$ cat src/rtl/dff_bank_arbiter.sv
// dff_bank_arbiter
//   Owns a DEPTH x WIDTH register bank and shares it between requesters A and B
//   through a registered request/grant handshake. Contention from IDLE is
//   resolved round-robin, and each tenure is bounded by MAX_HOLD accesses
//   while the other side is waiting.
//
// Ports
//   Clk, Rst_n            rising-edge clock, synchronous active-low reset
//   ReqA/WeA/AddrA/DinA   requester A: request, write enable, address, write data
//   ReqB/WeB/AddrB/DinB   requester B: same as A
//   GntA, GntB            ownership of the bank this cycle (never both high)
//   Dout                  read data, held while DoutValid is low
//   DoutValid             Dout carries the previous cycle's read result
//   DoutSrc               0 = that read came from A, 1 = from B
module dff_bank_arbiter #(
    parameter int unsigned WIDTH    = 8,
    parameter int unsigned DEPTH    = 4,
    parameter int unsigned ADDR_W   = 2,
    parameter int unsigned MAX_HOLD = 4
) (
    input  logic              Clk,
    input  logic              Rst_n,
    input  logic              ReqA,
    input  logic              WeA,
    input  logic [ADDR_W-1:0] AddrA,
    input  logic [WIDTH-1:0]  DinA,
    output logic              GntA,
    input  logic              ReqB,
    input  logic              WeB,
    input  logic [ADDR_W-1:0] AddrB,
    input  logic [WIDTH-1:0]  DinB,
    output logic              GntB,
    output logic [WIDTH-1:0]  Dout,
    output logic              DoutValid,
    output logic              DoutSrc
);

    localparam int unsigned CNT_W = $clog2(MAX_HOLD + 1);
    localparam logic [CNT_W-1:0]  HOLD_LIMIT = CNT_W'(MAX_HOLD);
    localparam logic [ADDR_W:0]   DEPTH_EXT  = (ADDR_W + 1)'(DEPTH);

    typedef enum logic [1:0] {
        IDLE  = 2'd0,
        OWN_A = 2'd1,
        OWN_B = 2'd2
    } state_t;

    state_t            state;
    logic [WIDTH-1:0]  bank [DEPTH];
    logic [CNT_W-1:0]  hold_cnt;
    logic              ptr_b;        // 1 = contention from IDLE goes to B

    // Signals of the current owner, and the request of the waiting side
    logic              act_req;
    logic              act_we;
    logic [ADDR_W-1:0] act_addr;
    logic [WIDTH-1:0]  act_din;
    logic              oth_req;
    logic              addr_ok;
    logic [CNT_W-1:0]  cnt_next;

    assign GntA = (state == OWN_A);
    assign GntB = (state == OWN_B);

    always_comb begin
        act_req  = 1'b0;
        act_we   = 1'b0;
        act_addr = '0;
        act_din  = '0;
        oth_req  = 1'b0;
        if (state == OWN_A) begin
            act_req  = ReqA;
            act_we   = WeA;
            act_addr = AddrA;
            act_din  = DinA;
            oth_req  = ReqB;
        end else if (state == OWN_B) begin
            act_req  = ReqB;
            act_we   = WeB;
            act_addr = AddrB;
            act_din  = DinB;
            oth_req  = ReqA;
        end
    end

    assign addr_ok  = ({1'b0, act_addr} < DEPTH_EXT);
    // Counter saturates at the limit so a lone owner keeps the bank indefinitely
    // yet yields at the very next access once the other side shows up.
    assign cnt_next = (hold_cnt == HOLD_LIMIT) ? HOLD_LIMIT : hold_cnt + 1'b1;

    always_ff @(posedge Clk) begin
        if (!Rst_n) begin
            state     <= IDLE;
            bank      <= '{default: '0};
            hold_cnt  <= '0;
            ptr_b     <= 1'b0;
            Dout      <= '0;
            DoutValid <= 1'b0;
            DoutSrc   <= 1'b0;
        end else begin
            DoutValid <= 1'b0;
            case (state)
                IDLE: begin
                    if (ReqA && (!ReqB || !ptr_b)) begin
                        state    <= OWN_A;
                        ptr_b    <= 1'b1;
                        hold_cnt <= '0;
                    end else if (ReqB) begin
                        state    <= OWN_B;
                        ptr_b    <= 1'b0;
                        hold_cnt <= '0;
                    end
                end
                OWN_A, OWN_B: begin
                    if (act_req) begin
                        if (act_we) begin
                            if (addr_ok) begin
                                bank[act_addr] <= act_din;
                            end
                        end else begin
                            Dout      <= addr_ok ? bank[act_addr] : '0;
                            DoutValid <= 1'b1;
                            DoutSrc   <= (state == OWN_B);
                        end
                        if (cnt_next == HOLD_LIMIT && oth_req) begin
                            state    <= (state == OWN_A) ? OWN_B : OWN_A;
                            ptr_b    <= (state == OWN_B);
                            hold_cnt <= '0;
                        end else begin
                            hold_cnt <= cnt_next;
                        end
                    end else begin
                        hold_cnt <= '0;
                        if (oth_req) begin
                            state <= (state == OWN_A) ? OWN_B : OWN_A;
                            ptr_b <= (state == OWN_B);
                        end else begin
                            state <= IDLE;
                        end
                    end
                end
                default: begin
                    state    <= IDLE;
                    hold_cnt <= '0;
                end
            endcase
        end
    end

endmodule
$ cat config.mk
export PLATFORM = sky130hd
export DESIGN_NAME = dff_bank_arbiter
export DESIGN_NICKNAME = d
export VERILOG_FILES = /design/src/rtl/dff_bank_arbiter.sv
export SDC_FILE = /design/constraint.sdc
export NUM_CORES = 1
export LEC_CHECK = 0
export ABC_CLOCK_PERIOD_IN_PS = 1800
export CORE_MARGIN = 2
export CORE_UTILIZATION = 48
export CTS_CLUSTER_SIZE = 12
export DETAILED_ROUTE_END_ITERATION = 8
export MAX_ROUTING_LAYER = met4
export PLACE_DENSITY_LB_ADDON = 0.25
export SLEW_MARGIN = 20
export SYNTH_ARGS = -nofsm -noshare
export SYNTH_HDL_FRONTEND = slang
export SYNTH_SLANG_ARGS = --single-unit
$ cat constraint.sdc
create_clock -name Clk -period 1.8 [get_ports Clk]
set_input_delay 0.27 -clock Clk [delete_from_list [all_inputs] [get_ports Clk]]
set_output_delay 0.27 -clock Clk [all_outputs]
set_load 0.005 [all_outputs]
## After elaboration in Yosys (flattened, before gate mapping)

Cells that the tools add are included.

| word-level totals | value |
|---|---|
| flip-flop bits (word level) | 48 |
| bits in latches | 0 |
| RAM bits | 0 |
| bits in read-only memories | 0 |
| output and inout port bits | 12 |
| memories | 0 |

| operators by class | value |
|---|---|
| add/sub/neg operators | 1 |
| multipliers | 0 |
| divide/modulo/power cells | 0 |
| magnitude comparators | 2 |
| equal/unequal tests | 7 |
| shift operators | 0 |
| muxes and demuxes | 36 |
| bitwise gates (word level) | 2 |
| reductions and logical operators | 14 |

Operators by type and width:

| kind | number |
|---|---|
| 8-bit two-way mux | 5 |
| 32-bit bitwise mux | 1 |
| 8-bit binary-select mux with 2-bit select | 1 |
| 8-bit demux with 2-bit select | 1 |
| 2-bit two-way mux | 8 |
| 3-bit two-way mux | 5 |
| 1-bit two-way mux | 12 |
| 3-bit != test, second input constant | 3 |
| 3-bit AND reduction | 3 |
| 3-bit equality test, second input constant | 2 |
| 3-bit one-hot mux with 2 select lines | 1 |
| 2-bit one-hot mux with 2 select lines | 1 |
| 4-bit AND reduction | 1 |
| 3-bit by 1-bit adder with 3-bit output, second input constant | 1 |
| 3-bit >= comparator, second input constant | 1 |
| 1-bit logical AND | 3 |
| 3-bit by 1-bit less-than comparator with 1-bit output, second input constant | 1 |
| 2-bit inverter with 3-bit output | 1 |
| 2-bit by 1-bit equality test with 1-bit output, second input constant | 1 |
| 2-bit equality test, second input constant | 1 |
| 1-bit zero test | 2 |
| 2-bit zero test | 1 |
| 1-bit one-hot mux with 2 select lines | 1 |
| 2-bit AND reduction | 1 |
| 4 further kinds | 4 |

## Longest topological paths before layout

Gate-level depths: netlist of run 1.

| depth | value |
|---|---|
| depth after elaboration | 9 |
| mapped depth | 8 |

## Worst setup path after synthesis of run 1

No wires, ideal clock.

| timing path | value |
|---|---|
| kind | register to register |
| start | register state[0] |
| end | register bank[26] in the netlist's numbering |
| setup time | 0.133 ns |
| arrival | 1.664 ns |
| path slack | 0.003 ns |
| cell stages (with the launch flop) | 9 |
| cell sequence | dfxtp_1 -> inv_1 -> ha_1 -> buf_4 -> and4b_1 -> o22a_2 -> buf_4 -> a21oi_1 -> nor3_1 |

| between the ends | value |
|---|---|
| word-level cells in the longest chain between the ends | 9 |

RTL lines:

| what | line | text |
|---|---|---|
| from (decl) | 48 | `state_t state;` |
| from (signal assigned) | 126 | `state <= (state == OWN_A) ? OWN_B : OWN_A;` |
| from (signal assigned) | 135 | `state <= (state == OWN_A) ? OWN_B : OWN_A;` |
| 2-bit equality test * | n/a |  |
| named net GntB | 32 | `output logic GntB,` |
| 2-bit two-way mux | 77 | `end else if (state == OWN_B) begin` |
| 2-bit two-way mux | 71 | `if (state == OWN_A) begin` |
| 2-bit inverter with 3-bit output (implied by the code) | 118 | `bank[act_addr] <= act_din;` |
| 3-bit >= comparator (implied by the code) / 3-bit by 1-bit less-than comparator with 1-bit output (equally long branches) | 118 |  |
| 1-bit logical AND (implied by the code) | 118 |  |
| 8-bit two-way mux (implied by the code) | 118 |  |
| 8-bit demux with 2-bit select | 118 |  |
| 32-bit bitwise mux | 118 |  |
| to (signal, indexed assignment) | 118 |  |
| to (decl) | 49 | `logic [WIDTH-1:0] bank [DEPTH];` |

The timed path passes the listed nets; every way through them passes the cells marked *.
A chain may end at the register's enable or synchronous reset.

## Worst setup path in the final report of run 1

| timing path | value |
|---|---|
| start | register state[1] |
| end | register state[0] |

| between the ends | value |
|---|---|
| word-level cells in the longest chain between the ends | 6 |

RTL lines:

| what | line |
|---|---|
| 2-bit equality test | 77, 102 |
| 1-bit two-way mux | 77 |
| 1-bit two-way mux | 71 |
| 2-bit two-way mux / 1-bit logical AND (equally long branches) | 134, 125 |
| 2-bit two-way mux / 3-bit != test (equally long branches) | n/a |
| 2-bit one-hot mux with 2 select lines / 2-bit AND reduction (equally long branches) | n/a |

Several ways; a longest one is shown, not always the timed one. The select of a mux whose other input is x is not followed.

==> impl_metrics.ini, run 1 <==
[run_status]
status = finished with violations
violations = setup timing

[layout]
design_area_sq_mm = 0.00342
diodes = 0
finalNetCount = 386
fraction_of_final_layout_cells_sized_beyond_drive_strength_1 = 0.231
area_delta_synth_final_pct = 38.3

[timing]
postLayoutSetupSlackWorst_ns = -0.0167
setup_viol_count_final = 1
maxClockFrequency_mhz = 550
slew-limit-headroom = 0.718
hold_viol = 0
tightest_slew_ns = 0.424
whs_ns = 0.472
final.period_utilization = 1.01
slew_violations = 0
grt_setup_unrepaired = yes
timing.clock.skew_ns = 0.0106
layout_min_cycle_time_ns = 1.82

[place]
gp_routability_congestion = 0.833
placement.io_buffers = 37
place_hpwl_mm = 4.63
detailed_place.area_sq_mm = 0.00313

[routing]
route.detailed.vias_per_inst = 5.83
detail_route.wirelength_mm = 6.73
drt-pass1-iter-count = 6
post_drt_wl_per_cell_um = 15.8
vias = 2478
drt_iter0_markers = 168
detail-route-antenna-nets = 0
remaining_drc_errors = 0

[clocking]
clkLatencyLatePin_ns = 0.32
clk_pin_slew_worst_paths_ns = 0.10
clock_tree.htree_level_count = 2
max-clock-path-buffers = 2
cts_sinks = 48
cts.root.buffer_cell = clkbuf_8
tritoncts = yes
cts-buffers-inserted = 5

[worst_setup_path]
crit_fanout = 4
reg2regPathDepth = 7
setup.worst_path.end_class = register
setup.worst_path.class = register to register
cp_data_arrival_time_ns = 2.05
worst-endpoint-required_ns = 2.04
critPathLaunchType = register

[yosys]
synth_seq_area_share = 0.388
ys.flop_type = dfxtp_1
syn-cell-area_sq_mm = 0.00247
post_synth_edffs = 0
library_cells_used_by_synthesis = 48
ys_ff_latch = 48
yosys_warnings = 0
syn-num-nets = 323
async_flop_share = 0
avgSynthCellArea_sq_um = 8.50
syn-instance-count = 291

[power]
vdd_drop_max_v = 0.000459
netSwitchingPower_mw = 1.08
p_per_area_mw_per_mm2 = 960
p_seq_frac = 0.352
clkPwrFrac = 0.246
power.combinational.fraction = 0.402
cellInternalPower_mw = 2.20
power_leakage_nw = 1.24
sw_frac_of_total = 0.329
report.power.total_mw = 3.29

[grt]
initial_antenna_violation_count = 0
grt_first_pass_wirelength_mm = 10.4
global_route.overflow_total = 0
grt_start_max_net_pins = 33
first_global_vias = 2243
grt_usage = 0.245

[flow_run]
max_cap_viol_count = 0

[floorplan]
coreArea_sq_mm = 0.00504
fp.dieH_um = 75.8
io_pins = 38
num_rows = 26
die_area_sq_mm = 0.00575
initial_utilization = 0.491
die-width_um = 75.8

[min_path]
whs_path_depth = 2
min_path_type = register to register
[power groups by stage]
stage	registers (mW)	clock network (mW)	logic [mW]
final	1.16	0.809	1.32
after global routing	1.16	0.855	1.42
after CTS	1.15	0.809	1.22
after detailed placement	1.17	0	1.14
after global placement	1.17	0	1.13
after floorplan	1.17	0	0.633
[cells by family after synthesis]
kind of cell / after synthesis / synth area share
AND/OR/NAND/NOR: 113 / 0.244
XOR/XNOR: 1 / 0.00354
multiplexers: 3 / 0.0121
adder cells (fa/ha/maj): 6 / 0.0303
buffers and inverters: 33 / 0.0784
AO/OA/AOI/OAI: 87 / 0.243
flip-flops: 48 / 0.388
[synth_stat cells, types with 6 or more instances]
library cell	n	share of area
o21ai_0	10	0.020
a22o_1	8	0.028
a222oi_1	8	0.032
dfxtp_1	48	0.39
ha_1	6	0.030
nand2_1	19	0.029
buf_2	8	0.016
a31oi_1	10	0.025
buf_4	6	0.018
inv_1	7	0.011
nor3_1	65	0.13
clkbuf_1	6	0.0091
a21oi_1	34	0.069
[final cells by class]
type / instances / area, sq um
fill: 412 / 1620
multi-input combinational: 210 / 1420
sequential: 48 / 966
timing repair buffer: 82 / 808
tap: 70 / 87.6
clock buffer: 5 / 68.8
clock inverter: 3 / 46.3
inverter: 7 / 28.8
[worst max-delay path, cell delays in order (launching register included)]
cell     delay [ns]
dfxtp_2        0.34
inv_2          0.05
buf_6          0.11
ha_4           0.27
and4b_2        0.27
nor2_2         0.05
or4_4          0.50
mux2i_1        0.15
[worst paths after layout]
| check | start | to | slack (ns) |
|---|---|---|---|
| max | state[1] | state[0] | -0.02 |
| min reg2reg | bank[18] | Dout[2] | 0.47 |
| min | bank[18] | Dout[2] | 0.47 |
| max reg2reg | state[1] | state[0] | -0.02 |
[sequential cells by signal, summed over array words and instances (netlist names)]
name       count
Dout           8
DoutSrc        1
DoutValid      1
bank          32
hold_cnt       3
ptr_b          1
state          2
[routing by layer]
layer / vias to the layer above / part of all wire / track usage
met1: 1153 / 0.42 / 0.310
met5: - / 0 / -
li1: 1222 / - / -
met3: 8 / 0.057 / 0.0556
met2: 95 / 0.51 / 0.393
met4: 0 / 0.012 / 0.0682
[cell usage in the layout (no fill, tap or decap), drive strengths merged, types with 2 or more instances in the layout]
cell and instances:
a31oi 10, a21oi 35, o22ai 3, o21ai 11
and2 5, inv 8, nand4bb 2, clkbuf 5
nand3 2, nand3b 5, a22o 9, dfxtp 48
buf 45, nand2 19, a222oi 8, nor3 66
nor2 5, o211ai 2, ha 6, mux2i 3
clkdlybuf4s50 35
[per-stage QoR]
step                      std cells   util  worst slack, ns  setup TNS, ns
after CTS                       422  0.658          -0.0460        -0.0460
final                           425  0.679          -0.0167        -0.0167
after global placement          411  0.621           -0.120          -3.92
after detailed placement        411  0.621           -0.179          -6.28
after global routing            425  0.679          -0.0951          -1.33
after floorplan                 291      -          0.00302              0
[repair_timing]
action,CTS,global route
setup endpoints to repair,49,45
setup buffers,3,3
pin swaps,4,24
hold buffers,0,0
resized for setup,14,19
(Power assumes the default switching activity.)
==> run 2: changes to the inputs <==
--- a/config.mk
+++ b/config.mk
@@ -12,6 +12,7 @@
 export DETAILED_ROUTE_END_ITERATION = 8
 export MAX_ROUTING_LAYER = met4
 export PLACE_DENSITY_LB_ADDON = 0.25
+export SETUP_SLACK_MARGIN = 0.02
 export SLEW_MARGIN = 20
 export SYNTH_ARGS = -nofsm -noshare
 export SYNTH_HDL_FRONTEND = slang
==> run 2 against run 1 <==
  * The flow still finishes with violations (setup timing)
  * Wire length rose by 11%
  * Utilization rose by 2.5 points
  * Critical path depth rose by 2
  * Via count rose by 0.81%
  * Final cell count rose by 0.71%
  * Design area rose by 3.7%
  * Clock skew fell by 0.00098 ns
  * Global-route usage rose by 0.21 points
  * Sequential power barely moved
  * Clock-buffer cell count did not move
  * Largest cell class unchanged
==> impl_metrics.ini, run 2 (synthesis gave the netlist of run 1 again) <==
[clocking]
cts.root.buffer_cell = clkbuf_8
clkLatencyLatePin_ns = 0.31
cts-buffers-inserted = 5
cts_sinks = 48
max-clock-path-buffers = 2
tritoncts = yes
clock_tree.htree_level_count = 2
clk_pin_slew_worst_paths_ns = 0.10
cts-hold-fix-buffers = 0

[worst_setup_path]
r2r_start = state[1]
reg2reg_capture_point = bank[29]
reg2reg_setup_slack_ns = -0.11
setup.worst_path.class = register to register
crit_fanout = 16
worst-endpoint-required_ns = 2.03
reg2regPathDepth = 9
cp_data_arrival_time_ns = 2.13
critPathLaunchType = register
setup.worst_path.end_class = register

[timing]
timing.clock.skew_ns = 0.00958
maxClockFrequency_mhz = 524
setup_viol_count_final = 45
hold_viol = 0
slew_violations = 0
slew-limit-headroom = 0.675
grt_setup_unrepaired = yes
postLayoutSetupSlackWorst_ns = -0.107
final.period_utilization = 1.06
tightest_slew_ns = 0.488
layout_min_cycle_time_ns = 1.91

[power]
power_leakage_nw = 1.25
vdd_drop_max_v = 0.000665
p_per_area_mw_per_mm2 = 992
report.power.total_mw = 3.52

[grt]
global_route.overflow_total = 0
grt_start_max_net_pins = 38
initial_antenna_violation_count = 0
grt_first_pass_wirelength_mm = 10.3
first_global_vias = 2154
grt_usage = 0.247

[routing]
drt_iter0_markers = 209
drt-pass1-iter-count = 7
vias = 2498
detail-route-antenna-nets = 0
detail_route.wirelength_mm = 7.45
remaining_drc_errors = 0
post_drt_wl_per_cell_um = 17.4
route.detailed.vias_per_inst = 5.84

[min_path]
hold_path_origin = bank[18]
min_path_type = register to register
hold_path_end = Dout[2]
whs_path_depth = 2

[run_status]
violations = setup timing
status = finished with violations

[layout]
fillCellCount = 380
largest-register = bank
area_delta_synth_final_pct = 43.4
largest_register_ff_count = 32
diodes = 0
fraction_of_final_layout_cells_sized_beyond_drive_strength_1 = 0.246
final_core_utilization = 0.704
most-common-layout-cells = 62 x nor3_1, 46 x dfxtp_1, 36 x clkdlybuf4s50_1
biggestRegsByFlops = bank x32, Dout x8, hold_cnt x3
finalNetCount = 389
layout.cells.most_common = nor3_1

[floorplan]
initial_utilization = 0.491
coreArea_sq_mm = 0.00504
fp.dieH_um = 75.8
die_area_sq_mm = 0.00575
num_rows = 26
io_pins = 38
die-width_um = 75.8

[place]
place_hpwl_mm = 4.48
gp_routability_congestion = 0.814
placement.io_buffers = 37

[flow_run]
max_cap_viol_count = 0
-- run 2: area by class of cell --
cell class	count	area (sq um)	share of cell area
Clock buffer	5	68.8	0.0194
Clock inverter	3	68.8	0.0194
Inverter	7	26.3	0.00740
Multi-Input combinational cell	210	1420	0.400
Sequential cell	48	966	0.272
Tap cell	70	87.6	0.0247
Timing Repair Buffer	85	913	0.257
-- run 2: repair_timing --
action,in CTS,in global routing
gates cloned,0,4
pin swaps,5,11
gates resized for setup,18,25
setup endpoints to repair,48,46
buffers inserted,2,11
-- run 2: worst max-delay path, stage by stage, from the launching register on --
cell and delay, ns:
dfxtp_2 0.35, inv_2 0.06, buf_6 0.12, ha_4 0.21, and4b_2 0.24, buf_4 0.15, o22ai_4 0.23, clkbuf_16 0.24
nor3_1 0.06, nor3_1 0.15
-- run 2: per-stage QoR --
step	area [sq um]	setup TNS, ns	instances	worst slack [ns]	hold slack (ns)
final	3550	-2.50	428	-0.107	0.473
after global routing	3550	-5.75	428	-0.179	0.503
after CTS	3310	-0.253	413	-0.0595	0.473
after detailed placement	3090	-4.64	403	-0.221	0.451
after global placement	3090	-2.11	403	-0.181	0.456
after floorplan	2480	0	291	0.0233	0.408
-- run 2: power by group --
group / switching (mW) / internal, mW / leakage [nW] / total [mW]
registers: 0.0412 / 1.12 / 0.388 / 1.16
logic: 0.696 / 0.721 / 0.788 / 1.42
clock network: 0.386 / 0.559 / 0.0687 / 0.945
-- run 2: layer usage --
layer	vias to the layer above	track usage	routed length [um]	share of wire
li1	1224	-	-	-
met1	1184	0.306	3050	0.41
met2	80	0.395	3870	0.52
met3	10	0.0476	405	0.054
met4	0	0.0994	127	0.017
met5	-	-	0	0
-- run 2: worst max-delay path by stage --
stage / from / endpoint / slack, ns
2_1_floorplan: state[0] / bank[26] / 0.02
3_3_place_gp: state[1] / Dout[6] / -0.18
3_5_place_dp: state[0] / Dout[6] / -0.22
4_1_cts: state[1] / GntB / -0.06
5_1_grt: state[1] / DoutSrc / -0.18
6_report: state[1] / bank[29] / -0.11
==> run 3: changes to the inputs <==
--- a/config.mk
+++ b/config.mk
@@ -6,7 +6,7 @@
 export NUM_CORES = 1
 export LEC_CHECK = 0
 export ABC_CLOCK_PERIOD_IN_PS = 1800
-export CORE_MARGIN = 2
+export CORE_MARGIN = 5
 export CORE_UTILIZATION = 48
 export CTS_CLUSTER_SIZE = 12
 export DETAILED_ROUTE_END_ITERATION = 8
==> run 3 against run 2 <==
  * Global-route usage is 1.8 points lower
  * Critical path depth unchanged
  * The run still ends with setup timing left
  * Maximum frequency decreased by 2.0%
  * Sequential share of layout area shrank 0.24 points
  * Register-to-register slack lost 0.04 ns
  * Largest power group unchanged
  * Critical endpoint is now bank[2]
  * Design area increased by 1.2%
  * Die area up 16%
  * Highest routed layer unchanged
==> impl_metrics.ini, run 3 (synthesis gave the netlist of run 1 again) <==
[routing]
drt-pass1-iter-count = 5
vias = 2561
detail-route-antenna-nets = 0
drt_iter0_markers = 266
remaining_drc_errors = 0
route.detailed.vias_per_inst = 6.00
post_drt_wl_per_cell_um = 18.4
detail_route.wirelength_mm = 7.87

[layout]
area_of_the_multi_input_gates_sq_mm = 0.00152
finalNetCount = 388
layout.cells.most_common = nor3_1
fraction_of_final_layout_cells_sized_beyond_drive_strength_1 = 0.303
biggestRegsByFlops = bank x32, Dout x8, hold_cnt x3
most-common-layout-cells = 61 x nor3_1, 46 x dfxtp_1, 35 x clkdlybuf4s50_1
design_area_sq_mm = 0.00359
area_delta_synth_final_pct = 45.0
diodes = 0
largest_register_ff_count = 32
seqCellArea_sq_um = 968
final_core_utilization = 0.712
largest-register = bank
fillCellCount = 378

[grt]
global_route.overflow_total = 0
grt_usage = 0.229
first_global_vias = 2257
initial_antenna_violation_count = 0
grt_start_max_net_pins = 38
grt_first_pass_wirelength_mm = 11.4

[timing]
postLayoutSetupSlackWorst_ns = -0.145
slew-limit-headroom = 0.677
maxClockFrequency_mhz = 514
setup_viol_count_final = 45
grt_setup_unrepaired = yes
slew_violations = 0
layout_min_cycle_time_ns = 1.95
timing.clock.skew_ns = 0.00659
tightest_slew_ns = 0.484
final.period_utilization = 1.08
hold_viol = 0

[floorplan]
initial_utilization = 0.491
coreArea_sq_mm = 0.00504
num_rows = 26
fp.dieH_um = 81.8
die-width_um = 81.8
die_area_sq_mm = 0.00669
io_pins = 38

[worst_setup_path]
setup.worst_path.class = register to register
reg2regPathDepth = 9
worst-endpoint-required_ns = 2.02
crit_fanout = 16
cp_data_arrival_time_ns = 2.17
critPathLaunchType = register
setup.worst_path.end_class = register

[power]
p_per_area_mw_per_mm2 = 885
clkPwrFrac = 0.210
sw_frac_of_total = 0.345
report.power.total_mw = 3.18
p_seq_frac = 0.366
power.combinational.fraction = 0.425
vdd_drop_max_v = 0.000446
power_leakage_nw = 1.26
cellInternalPower_mw = 2.08
netSwitchingPower_mw = 1.10

[place]
place_hpwl_mm = 4.58
placement.io_buffers = 37
gp_routability_congestion = 0.798
detailed_place.area_sq_mm = 0.00308
pre_cts_slack_ns = -0.171

[clocking]
tritoncts = yes
clock_tree.htree_level_count = 2
max-clock-path-buffers = 2
cts-buffers-inserted = 5
cts-hold-fix-buffers = 0
clkLatencyLatePin_ns = 0.30
cts_sinks = 48
clk_pin_slew_worst_paths_ns = 0.09
cts.root.buffer_cell = clkbuf_8

[run_status]
violations = setup timing
status = finished with violations

[min_path]
min_path_type = register to register
whs_path_depth = 2

[flow_run]
max_cap_viol_count = 0
-- run 3: changes by cell type in the layout (fill, tap and decap cells not counted), moves of 4 or more --
| cell | delta |
|---|---|
| a21oi_1 | -25 |
| a21oi_2 | +26 |
| o21ai_2 | -4 |
| o21ai_0 | +5 |
-- run 3: per-layer routing --
metal / vias up / part of all wire / track usage
met1: 1236 / 0.41 / 0.296
met2: 103 / 0.51 / 0.376
met3: 6 / 0.063 / 0.0340
met4: 0 / 0.0086 / 0.0581
li1: 1216 / - / -
met5: - / 0 / -
-- run 3: final cells by class --
| type | count | area share |
|---|---|---|
| Multi-Input combinational cell | 210 | 0.423 |
| Sequential cell | 48 | 0.270 |
| Inverter | 7 | 0.00871 |
| Clock buffer | 8 | 0.0251 |
| Timing Repair Buffer | 84 | 0.249 |
| Tap cell | 70 | 0.0244 |
-- run 3: timing repair --
item,4_1_cts,5_1_grt
setup buffers,6,6
setup endpoints to repair,49,48
gates resized for setup,38,30
pin swaps,7,12
gates cloned,1,3
-- run 3: critical path: stages (launching register included) --
cell and delay (ns):
dfxtp_4 0.37, inv_4 0.04, buf_6 0.11, ha_4 0.21
and4b_2 0.26, buf_6 0.13, o22ai_4 0.28, clkbuf_16 0.25
nor3_1 0.07, nor3_1 0.14
-- run 3: path summary, 6_finish.rpt --
path | endpoint | slack, ns | start
worst max register to register | bank[2] | -0.15 | state[1]
worst min-delay path | Dout[3] | 0.48 | bank[19]
worst max-delay path | bank[2] | -0.15 | state[1]
worst min register to register | Dout[3] | 0.48 | bank[19]
-- run 3: through the flow --
| step | instances | setup TNS (ns) | hold slack [ns] |
|---|---|---|---|
| 3_3_place_gp | 403 | -1.14 | 0.455 |
| 6_report | 427 | -4.51 | 0.477 |
| 3_5_place_dp | 403 | -4.06 | 0.461 |
| 2_1_floorplan | 291 | 0 | 0.408 |
| 5_1_grt | 427 | -7.90 | 0.492 |
| 4_1_cts | 418 | -1.22 | 0.477 |
-- run 3: power by group through the flow --
stage | logic, mW | registers, mW | clock network [mW]
CTS | 1.20 | 1.15 | 0.668
detailed placement | 1.07 | 1.17 | 0
finish | 1.35 | 1.16 | 0.666
global route | 1.44 | 1.17 | 0.708
global placement | 1.06 | 1.17 | 0
floorplan | 0.635 | 1.17 | 0
